--- src/rtl/branch_predictor.sv ---
// Direct-mapped branch predictor: 2-bit saturating counters, target buffer, mispredict flush.
// Define BP_TAG_EN to store and compare the upper PC bits as a tag; otherwise aliased PCs share.
module branch_predictor #(
  parameter int unsigned PC_W    = 8,
  parameter int unsigned ENTRIES = 16,
  parameter int unsigned CNT_W   = 16
) (
  input  logic            clk,
  input  logic            rst,
  input  logic [PC_W-1:0] lookup_pc,
  output logic            pred_hit,
  output logic            pred_taken,
  output logic [PC_W-1:0] pred_target,
  input  logic            resolve_valid,
  input  logic [PC_W-1:0] resolve_pc,
  input  logic            resolve_taken,
  input  logic [PC_W-1:0] resolve_target,
  input  logic            resolve_pred_taken,
  input  logic [PC_W-1:0] resolve_pred_target,
  output logic            flush,
  output logic [PC_W-1:0] redirect_pc,
  output logic [CNT_W-1:0] branch_cnt,
  output logic [CNT_W-1:0] mispred_cnt
);

  localparam int unsigned IdxW = $clog2(ENTRIES);

  logic            valid_q [ENTRIES];
  logic            valid_d [ENTRIES];
  logic [1:0]      cnt_q   [ENTRIES];
  logic [1:0]      cnt_d   [ENTRIES];
  logic [PC_W-1:0] tgt_q   [ENTRIES];
  logic [PC_W-1:0] tgt_d   [ENTRIES];

  logic [CNT_W-1:0] branch_cnt_q, branch_cnt_d;
  logic [CNT_W-1:0] mispred_cnt_q, mispred_cnt_d;

  logic [IdxW-1:0] lookup_idx;
  logic [IdxW-1:0] resolve_idx;
  logic            lookup_tag_ok;
  logic            resolve_tag_ok;
  logic            resolve_hit;
  logic            table_we;
  logic            alloc_en;
  logic            mispredict;

  assign lookup_idx  = lookup_pc[2 +: IdxW];
  assign resolve_idx = resolve_pc[2 +: IdxW];

`ifdef BP_TAG_EN
  if (PC_W > 2 + IdxW) begin : g_tag
    localparam int unsigned TagW = PC_W - 2 - IdxW;

    logic [TagW-1:0] tag_q [ENTRIES];
    logic [TagW-1:0] tag_d [ENTRIES];

    always_comb begin
      for (int i = 0; i < ENTRIES; i++) begin
        tag_d[i] = tag_q[i];
      end
      if (alloc_en) begin
        tag_d[resolve_idx] = resolve_pc[PC_W-1 -: TagW];
      end
    end

    always_ff @(posedge clk or posedge rst) begin
      if (rst) begin
        for (int i = 0; i < ENTRIES; i++) begin
          tag_q[i] <= '0;
        end
      end else begin
        for (int i = 0; i < ENTRIES; i++) begin
          tag_q[i] <= tag_d[i];
        end
      end
    end

    assign lookup_tag_ok  = (tag_q[lookup_idx] == lookup_pc[PC_W-1 -: TagW]);
    assign resolve_tag_ok = (tag_q[resolve_idx] == resolve_pc[PC_W-1 -: TagW]);
  end else begin : g_no_tag
    assign lookup_tag_ok  = 1'b1;
    assign resolve_tag_ok = 1'b1;
  end
`else
  assign lookup_tag_ok  = 1'b1;
  assign resolve_tag_ok = 1'b1;
`endif

  // Lookup reads registered state only, so a same-cycle update is not bypassed.
  always_comb begin
    pred_hit    = 1'b0;
    pred_taken  = 1'b0;
    pred_target = lookup_pc + PC_W'(4);
    if (!rst) begin
      pred_hit   = valid_q[lookup_idx] & lookup_tag_ok;
      pred_taken = pred_hit & cnt_q[lookup_idx][1];
      if (pred_taken) begin
        pred_target = tgt_q[lookup_idx];
      end
    end
  end

  always_comb begin
    mispredict  = resolve_valid &
                  ((resolve_taken != resolve_pred_taken) |
                   (resolve_taken & (resolve_target != resolve_pred_target)));
    flush       = mispredict;
    redirect_pc = resolve_taken ? resolve_target : resolve_pc + PC_W'(4);
  end

  assign table_we    = resolve_valid & ~rst;
  assign resolve_hit = valid_q[resolve_idx] & resolve_tag_ok;
  assign alloc_en    = table_we & ~resolve_hit & resolve_taken;

  always_comb begin
    for (int i = 0; i < ENTRIES; i++) begin
      valid_d[i] = valid_q[i];
      cnt_d[i]   = cnt_q[i];
      tgt_d[i]   = tgt_q[i];
    end
    if (table_we && resolve_hit) begin
      if (resolve_taken) begin
        if (cnt_q[resolve_idx] != 2'd3) begin
          cnt_d[resolve_idx] = cnt_q[resolve_idx] + 2'd1;
        end
        tgt_d[resolve_idx] = resolve_target;
      end else if (cnt_q[resolve_idx] != 2'd0) begin
        cnt_d[resolve_idx] = cnt_q[resolve_idx] - 2'd1;
      end
    end else if (alloc_en) begin
      // New entries start weakly taken.
      valid_d[resolve_idx] = 1'b1;
      cnt_d[resolve_idx]   = 2'd2;
      tgt_d[resolve_idx]   = resolve_target;
    end
  end

  always_ff @(posedge clk or posedge rst) begin
    if (rst) begin
      for (int i = 0; i < ENTRIES; i++) begin
        valid_q[i] <= 1'b0;
        cnt_q[i]   <= 2'd0;
        tgt_q[i]   <= '0;
      end
    end else begin
      for (int i = 0; i < ENTRIES; i++) begin
        valid_q[i] <= valid_d[i];
        cnt_q[i]   <= cnt_d[i];
        tgt_q[i]   <= tgt_d[i];
      end
    end
  end

  always_comb begin
    branch_cnt_d  = branch_cnt_q;
    mispred_cnt_d = mispred_cnt_q;
    if (resolve_valid && (branch_cnt_q != {CNT_W{1'b1}})) begin
      branch_cnt_d = branch_cnt_q + CNT_W'(1);
    end
    if (mispredict && (mispred_cnt_q != {CNT_W{1'b1}})) begin
      mispred_cnt_d = mispred_cnt_q + CNT_W'(1);
    end
  end

  always_ff @(posedge clk or posedge rst) begin
    if (rst) begin
      branch_cnt_q  <= '0;
      mispred_cnt_q <= '0;
    end else begin
      branch_cnt_q  <= branch_cnt_d;
      mispred_cnt_q <= mispred_cnt_d;
    end
  end

  assign branch_cnt  = branch_cnt_q;
  assign mispred_cnt = mispred_cnt_q;

endmodule
--- config.mk ---
export PLATFORM = sky130hd
export DESIGN_NAME = branch_predictor
export DESIGN_NICKNAME = d
export VERILOG_FILES = /design/src/rtl/branch_predictor.sv
export SDC_FILE = /design/constraint.sdc
export NUM_CORES = 1
export LEC_CHECK = 0
export ABC_CLOCK_PERIOD_IN_PS = 12800
export BUFFER_PORTS_ARGS = -buffer_cell sky130_fd_sc_hd__buf_2
export CORE_UTILIZATION = 65
export CTS_CLUSTER_SIZE = 12
export DETAILED_ROUTE_END_ITERATION = 12
export PLACE_DENSITY = 0.86
export SLEW_MARGIN = 20
export SYNTH_ARGS = -nofsm -noshare
export SYNTH_HDL_FRONTEND = slang
export SYNTH_SLANG_ARGS = --single-unit
--- constraint.sdc ---
create_clock -name clk -period 12.8 [get_ports clk]
set_clock_uncertainty 0.1 [all_clocks]
set_input_delay 1.92 -clock clk [delete_from_list [all_inputs] [get_ports clk]]
set_output_delay 1.92 -clock clk [all_outputs]
set_load 0.05 [all_outputs]
# ---- After elaboration in Yosys (flattened, before gate mapping)
# Cells that the tools add are included.
dict set report word_totals {
  word_cells 129
  ff_bits 208
}
dict set report classes {
  n_mux 37
  n_eq_ne 8
  n_reduce_logical 9
  n_bitwise 16
  n_addsub 6
  magnitude_cmp 3
}
# cell n
set op_table {}
lappend op_table {{2-to-1 mux 128 bit} 3}
lappend op_table {{2-to-1 mux 32 bit} 5}
lappend op_table {{bitwise mux 128 bit} 1}
lappend op_table {{bitwise mux 32 bit} 2}
lappend op_table {{2-to-1 mux 8 bit} 6}
lappend op_table {{adder 16 x 1 -> 16 bit, second input constant} 2}
lappend op_table {{binary-select mux 8 bit (select 4 bit)} 1}
lappend op_table {{demux 8 bit (select 4 bit)} 1}
lappend op_table {{!= test 16 bit, second input constant} 2}
lappend op_table {{OR 16 bit} 2}
lappend op_table {{adder 8 x 3 -> 8 bit, second input constant} 2}
lappend op_table {{AND 16 bit} 1}
lappend op_table {{binary-select mux 2 bit (select 4 bit)} 2}
lappend op_table {{NOT 16 bit} 1}
lappend op_table {{>= comparator 5 bit, second input constant} 2}
lappend op_table {{2-to-1 mux 2 bit} 5}
lappend op_table {{NOT 4 -> 5 bit} 2}
lappend op_table {{binary-select mux 1 bit (select 4 bit)} 2}
lappend op_table {{demux 2 bit (select 4 bit)} 1}
lappend op_table {{!= test 8 bit} 1}
lappend op_table {{2-to-1 mux 1 bit} 7}
lappend op_table {{AND 1 bit} 6}
lappend op_table {{!= test 3 x 2 -> 1 bit, second input constant} 2}
lappend op_table {{less-than comparator 5 x 1 -> 1 bit, second input constant} 1}
lappend op_table {{11 further kinds} 19}

# ---- Logic depth before layout (Yosys ltp)
dict set report depth {
  word_depth 9
  ltp_mapped 11
}

# ---- Worst setup path before layout
# No wires, ideal clock.
dict set report synth_path {
  kind {input port to output port}
  from {in rst}
  to {out pred_target[2]}
  slack_ns 2.655
  stages 6
  t_required_ns 10.780
  arrival_time_ns 8.125
  path_cell_list {inv_1 -> nand3_1 -> o22a_1 -> buf_2 -> inv_1 -> o21ai_0}
}
dict set report synth_via {
  elab_chain_cells 1
}
# element line_no
set synth_lines {}
lappend synth_lines {{start: declaration} 9} ;# input logic rst,
lappend synth_lines {{2-to-1 mux 8 bit} 94} ;# if (!rst) begin
lappend synth_lines {{end: declaration} 13} ;# output logic [PC_W-1:0] pred_target,
# No other way between the ends.

# ---- Worst setup path in the final report
dict set report layout_path {
  from {in lookup_pc[2]}
  to {out pred_target[1]}
}
dict set report layout_via {
  elab_chain_cells 7
  word_cells_on_any_way 13
  cone_classes {mux (11); bitwise (2)}
}
# element line_no
set layout_lines {}
lappend layout_lines {{start: declaration} 10} ;# input logic [PC_W-1:0] lookup_pc,
lappend layout_lines {{NOT 4 -> 5 bit (not written as such) *} {95, 96, 98}}
lappend layout_lines {{binary-select mux 1 bit (select 4 bit) / binary-select mux 2 bit (select 4 bit) (equally long branches)} {95, 96}}
lappend layout_lines {{2-to-1 mux 1 bit (not written as such) / 2-to-1 mux 2 bit (equally long branches) (2 in a row)} {95, 96}}
lappend layout_lines {{AND 1 bit} 96} ;# pred_taken = pred_hit & cnt_q[lookup_idx][1];
lappend layout_lines {{2-to-1 mux 8 bit *} 97} ;# if (pred_taken) begin
lappend layout_lines {{2-to-1 mux 8 bit *} 94}
# Every way passes the cells marked *; elsewhere a longest branch is shown, timed or not. The select of a mux whose other input is x is not followed.

==> run_results.csv <==
group,metric,value,unit
setup_path,r2r_setup_slack,9.73,ns
setup_path,worstPathCellList,"buf_2 > buf_4 > mux4_2 > mux2_2 > nand3_1 > o22a_1 > mux2_2 > buf_2",
min_path,worstHoldEndpoint,"cnt_q[28]",
sta,hold-worst-slack,0.390,ns
floorplan,fp.dieW,129,um
global_route,grt_use_met3,6.69,%
outcome,status,"finished clean",
logic_synthesis,postSynthAreaPerCell,13.9,um^2
setup_path,worstPathRequired,10.78,ns
logic_synthesis,synth_seq_cells,208,
sta,finalSetupTns,0,ns
placement,gp_congestion,0.942,
setup_path,cp_slowest_stage_delay,0.66,ns
cells_and_area,final_cell_mix,"208 x dfrtp_1, 151 x mux2_2, 87 x buf_2, 54 x mux4_2, 37 x nand2_1",
logic_synthesis,postSynthCellCount,753,
setup_path,critPathLaunchType,"primary input",
sta,relSlewSlack,15.1,%
global_route,grt_pass1_vias,7114,
setup_path,worstReg2RegEnd,"cnt_q[2]",
clocking,clock_path_buffers,3,
power,power_density,154,nW/um^2
drt,vias,6922,
sta,finalSetupViolations,0,
clocking,cts.clk_slew.worst_paths,0.06,ns
global_route,busiest_layer,"met2",
sta,slew_viol_final,0,
sta,tightest_slew,1.27,ns
logic_synthesis,ys_warn_count,0,
floorplan,start_util,66.3,%
drt,drt_drc_violations_left,0,
floorplan,num_io_pins,88,
global_route,grt_overflow,0,
setup_path,worstPathBufferInverterCount,3,
power,vdd_ir_drop_max,0.0926,mV
drt,routed_wl,25.1,mm
placement,port_buffers,87,
setup_path,worstPathMaxFanout,43,
placement,place_area,11000,um^2
cells_and_area,finalNetCount,867,
setup_path,endpoint_kind,"primary output",
global_route,grt_use_met1,42.1,%
min_path,hp-class,"reg2reg",
sta,post-route-period-util,54.1,%
logic_synthesis,synthDistinctLibCells,46,
clocking,root_buffer,"clkbuf_16",
setup_path,r2r_cells,8,
cells_and_area,utilization,73.7,%
floorplan,design.die.area,16700,um^2
sta,period_needed,6.92,ns
min_path,worstHoldPathCells,1,
global_route,grt_pass1_wl,39.2,mm
clocking,clk_latency,0.50,ns
global_route,grt_antenna_before_repair,1,
floorplan,num_rows,46,
cells_and_area,num_antenna_cells,0,
setup_path,path_class,"in2out",
setup_path,r2r-start,"cnt_q[12]",
clocking,cts_buffers,22,
clocking,ctsResizeCount,0,
logic_synthesis,syn_area,10500,um^2
global_route,grt_max_degree,138,
drt,viasPerCell,6.61,
drt,dr.first_iter.drc_count,570,
placement,dpl.hpwl,16.2,mm
logic_synthesis,synth.net_count,799,
cells_and_area,drive_gt1_share,41.2,%
setup_path,crit_family,"multiplexers",
floorplan,core,15800,um^2
drt,firstDrtPassIters,8,
flow_run,max_cap_violations,0,
sta,rsz0062_at_grt,"no",
cells_and_area,final_area,11700,um^2
clocking,htreeDepth,1,
min_path,min-delay-start,"cnt_q[28]",
clocking,cts_tree,"built",
clocking,postCtsSetupBuffers,0,
global_route,met2_usage,51.2,%
drt,wl_per_cell,24.0,um
cells_and_area,syn2layout_area_growth,11.2,%
setup_path,cp_slowest_cell,"buf_4",
cells_and_area,final_common_cell,"dfrtp_1",
clocking,clock_sinks,208,
clocking,postCtsHoldBufs,0,
sta,finalHoldViolCount,0,
power,p_leak,5.39,nW
logic_synthesis,seq_area_frac_synth,49.6,%
global_route,grtUsageTotal,31.7,%
setup_path,cp.arrival,4.90,ns
sta,max_freq,145,MHz
floorplan,die_y,129,um
drt,antenna_left,0,
-- power by group --
part           switching, mW  internal (mW)
combinational          0.217          0.162
sequential            0.0755          0.752
clock                  0.252          0.342
-- worst register-to-register path, cell delays in order, from the launching register on --
cell and delay, ns:
dfrtp_1 0.37, mux4_1 0.51, mux4_2 0.55, inv_1 0.09, ha_1 0.13, nor2_1 0.04
nand2_1 0.46, o32a_1 0.34, mux2_2 0.36
-- Yosys cell counts, drive strengths merged --
| master | instances | area, um^2 |
|---|---|---|
| dfrtp | 208 | 5200 |
| mux2 | 170 | 1950 |
| mux4 | 60 | 1370 |
| nand2 | 37 | 139 |
| xnor2 | 31 | 272 |
| clkbuf | 27 | 101 |
| nand3 | 27 | 135 |
| nor2 | 27 | 104 |
| inv | 23 | 86.3 |
| buf | 18 | 114 |
| o21bai | 17 | 128 |
| o32a | 16 | 160 |
| nand4 | 14 | 87.6 |
| xor2 | 11 | 96.3 |
| ha | 9 | 113 |
| and3 | 8 | 50.1 |
| o21ai | 8 | 40.0 |
| mux2i | 7 | 70.1 |
| nor2b | 6 | 40.0 |
| a21oi | 5 | 25.0 |
| and2 | 3 | 18.8 |
| nand2b | 3 | 18.8 |
| nor3 | 3 | 15.0 |
| a221oi | 2 | 30.0 |
| nor3b | 2 | 26.3 |
| a2111o | 1 | 11.3 |
| a21boi | 1 | 11.3 |
| a31oi | 1 | 6.26 |
| and4 | 1 | 8.76 |
| nand3b | 1 | 7.51 |
| nor4 | 1 | 6.26 |
| o221ai | 1 | 8.76 |
| o22a | 1 | 8.76 |
| o41ai | 1 | 8.76 |
| or2 | 1 | 6.26 |
| or3 | 1 | 6.26 |
-- worst max path at each step --
stage | startpoint | to | slack (ns) | depth (start not counted)
final | lookup_pc[2] | pred_target[1] | 5.88 | 8
after global routing | lookup_pc[2] | pred_target[4] | 5.72 | 9
after CTS | lookup_pc[2] | pred_target[1] | 5.87 | 8
after detailed placement | lookup_pc[2] | pred_target[1] | 5.89 | 8
after global placement | lookup_pc[2] | pred_target[3] | 5.92 | 8
after floorplan | rst | pred_target[2] | 2.66 | 6
-- flip-flops by register name (all words and copies together) (netlist names) --
name	count
tgt_q	128
cnt_q	32
branch_cnt	16
mispred_cnt	16
valid_q	16
-- kinds of logic after synthesis --
logic type	count (synthesis)	share of synthesized area (%)
XOR/XNOR	42	3.51
AO/OA/AOI/OAI	54	4.17
adder cells (fa/ha/maj)	9	1.07
AND/OR/NAND/NOR	135	6.38
flip-flops	208	49.6
multiplexers	237	32.4
buffers and inverters	68	2.87
-- per-layer routing --
metal / share of wire [%] / wire length [um]
met5: 0.11 / 27
met4: 3.6 / 895
met3: 7.9 / 1990
met2: 49 / 12400
met1: 39 / 9780
-- per-stage QoR --
stage          std cells  power [mW]  worst slack, ns
6_report            1047        1.80             5.88
3_5_place_dp        1013        1.21             5.89
2_1_floorplan        753        1.11             2.66
3_3_place_gp        1013        1.18             5.92
5_1_grt             1047        1.86             5.72
4_1_cts             1047        1.80             5.87
-- area by class of cell --
cell class	instances	area (um^2)
clock inverter	3	26.3
sequential	208	5200
inverter	23	93.8
tap	216	270
multi-input combinational	477	4980
clock buffer	31	634
fill	976	4160
timing repair buffer	89	450
Power figures use the tool's default switching activity.
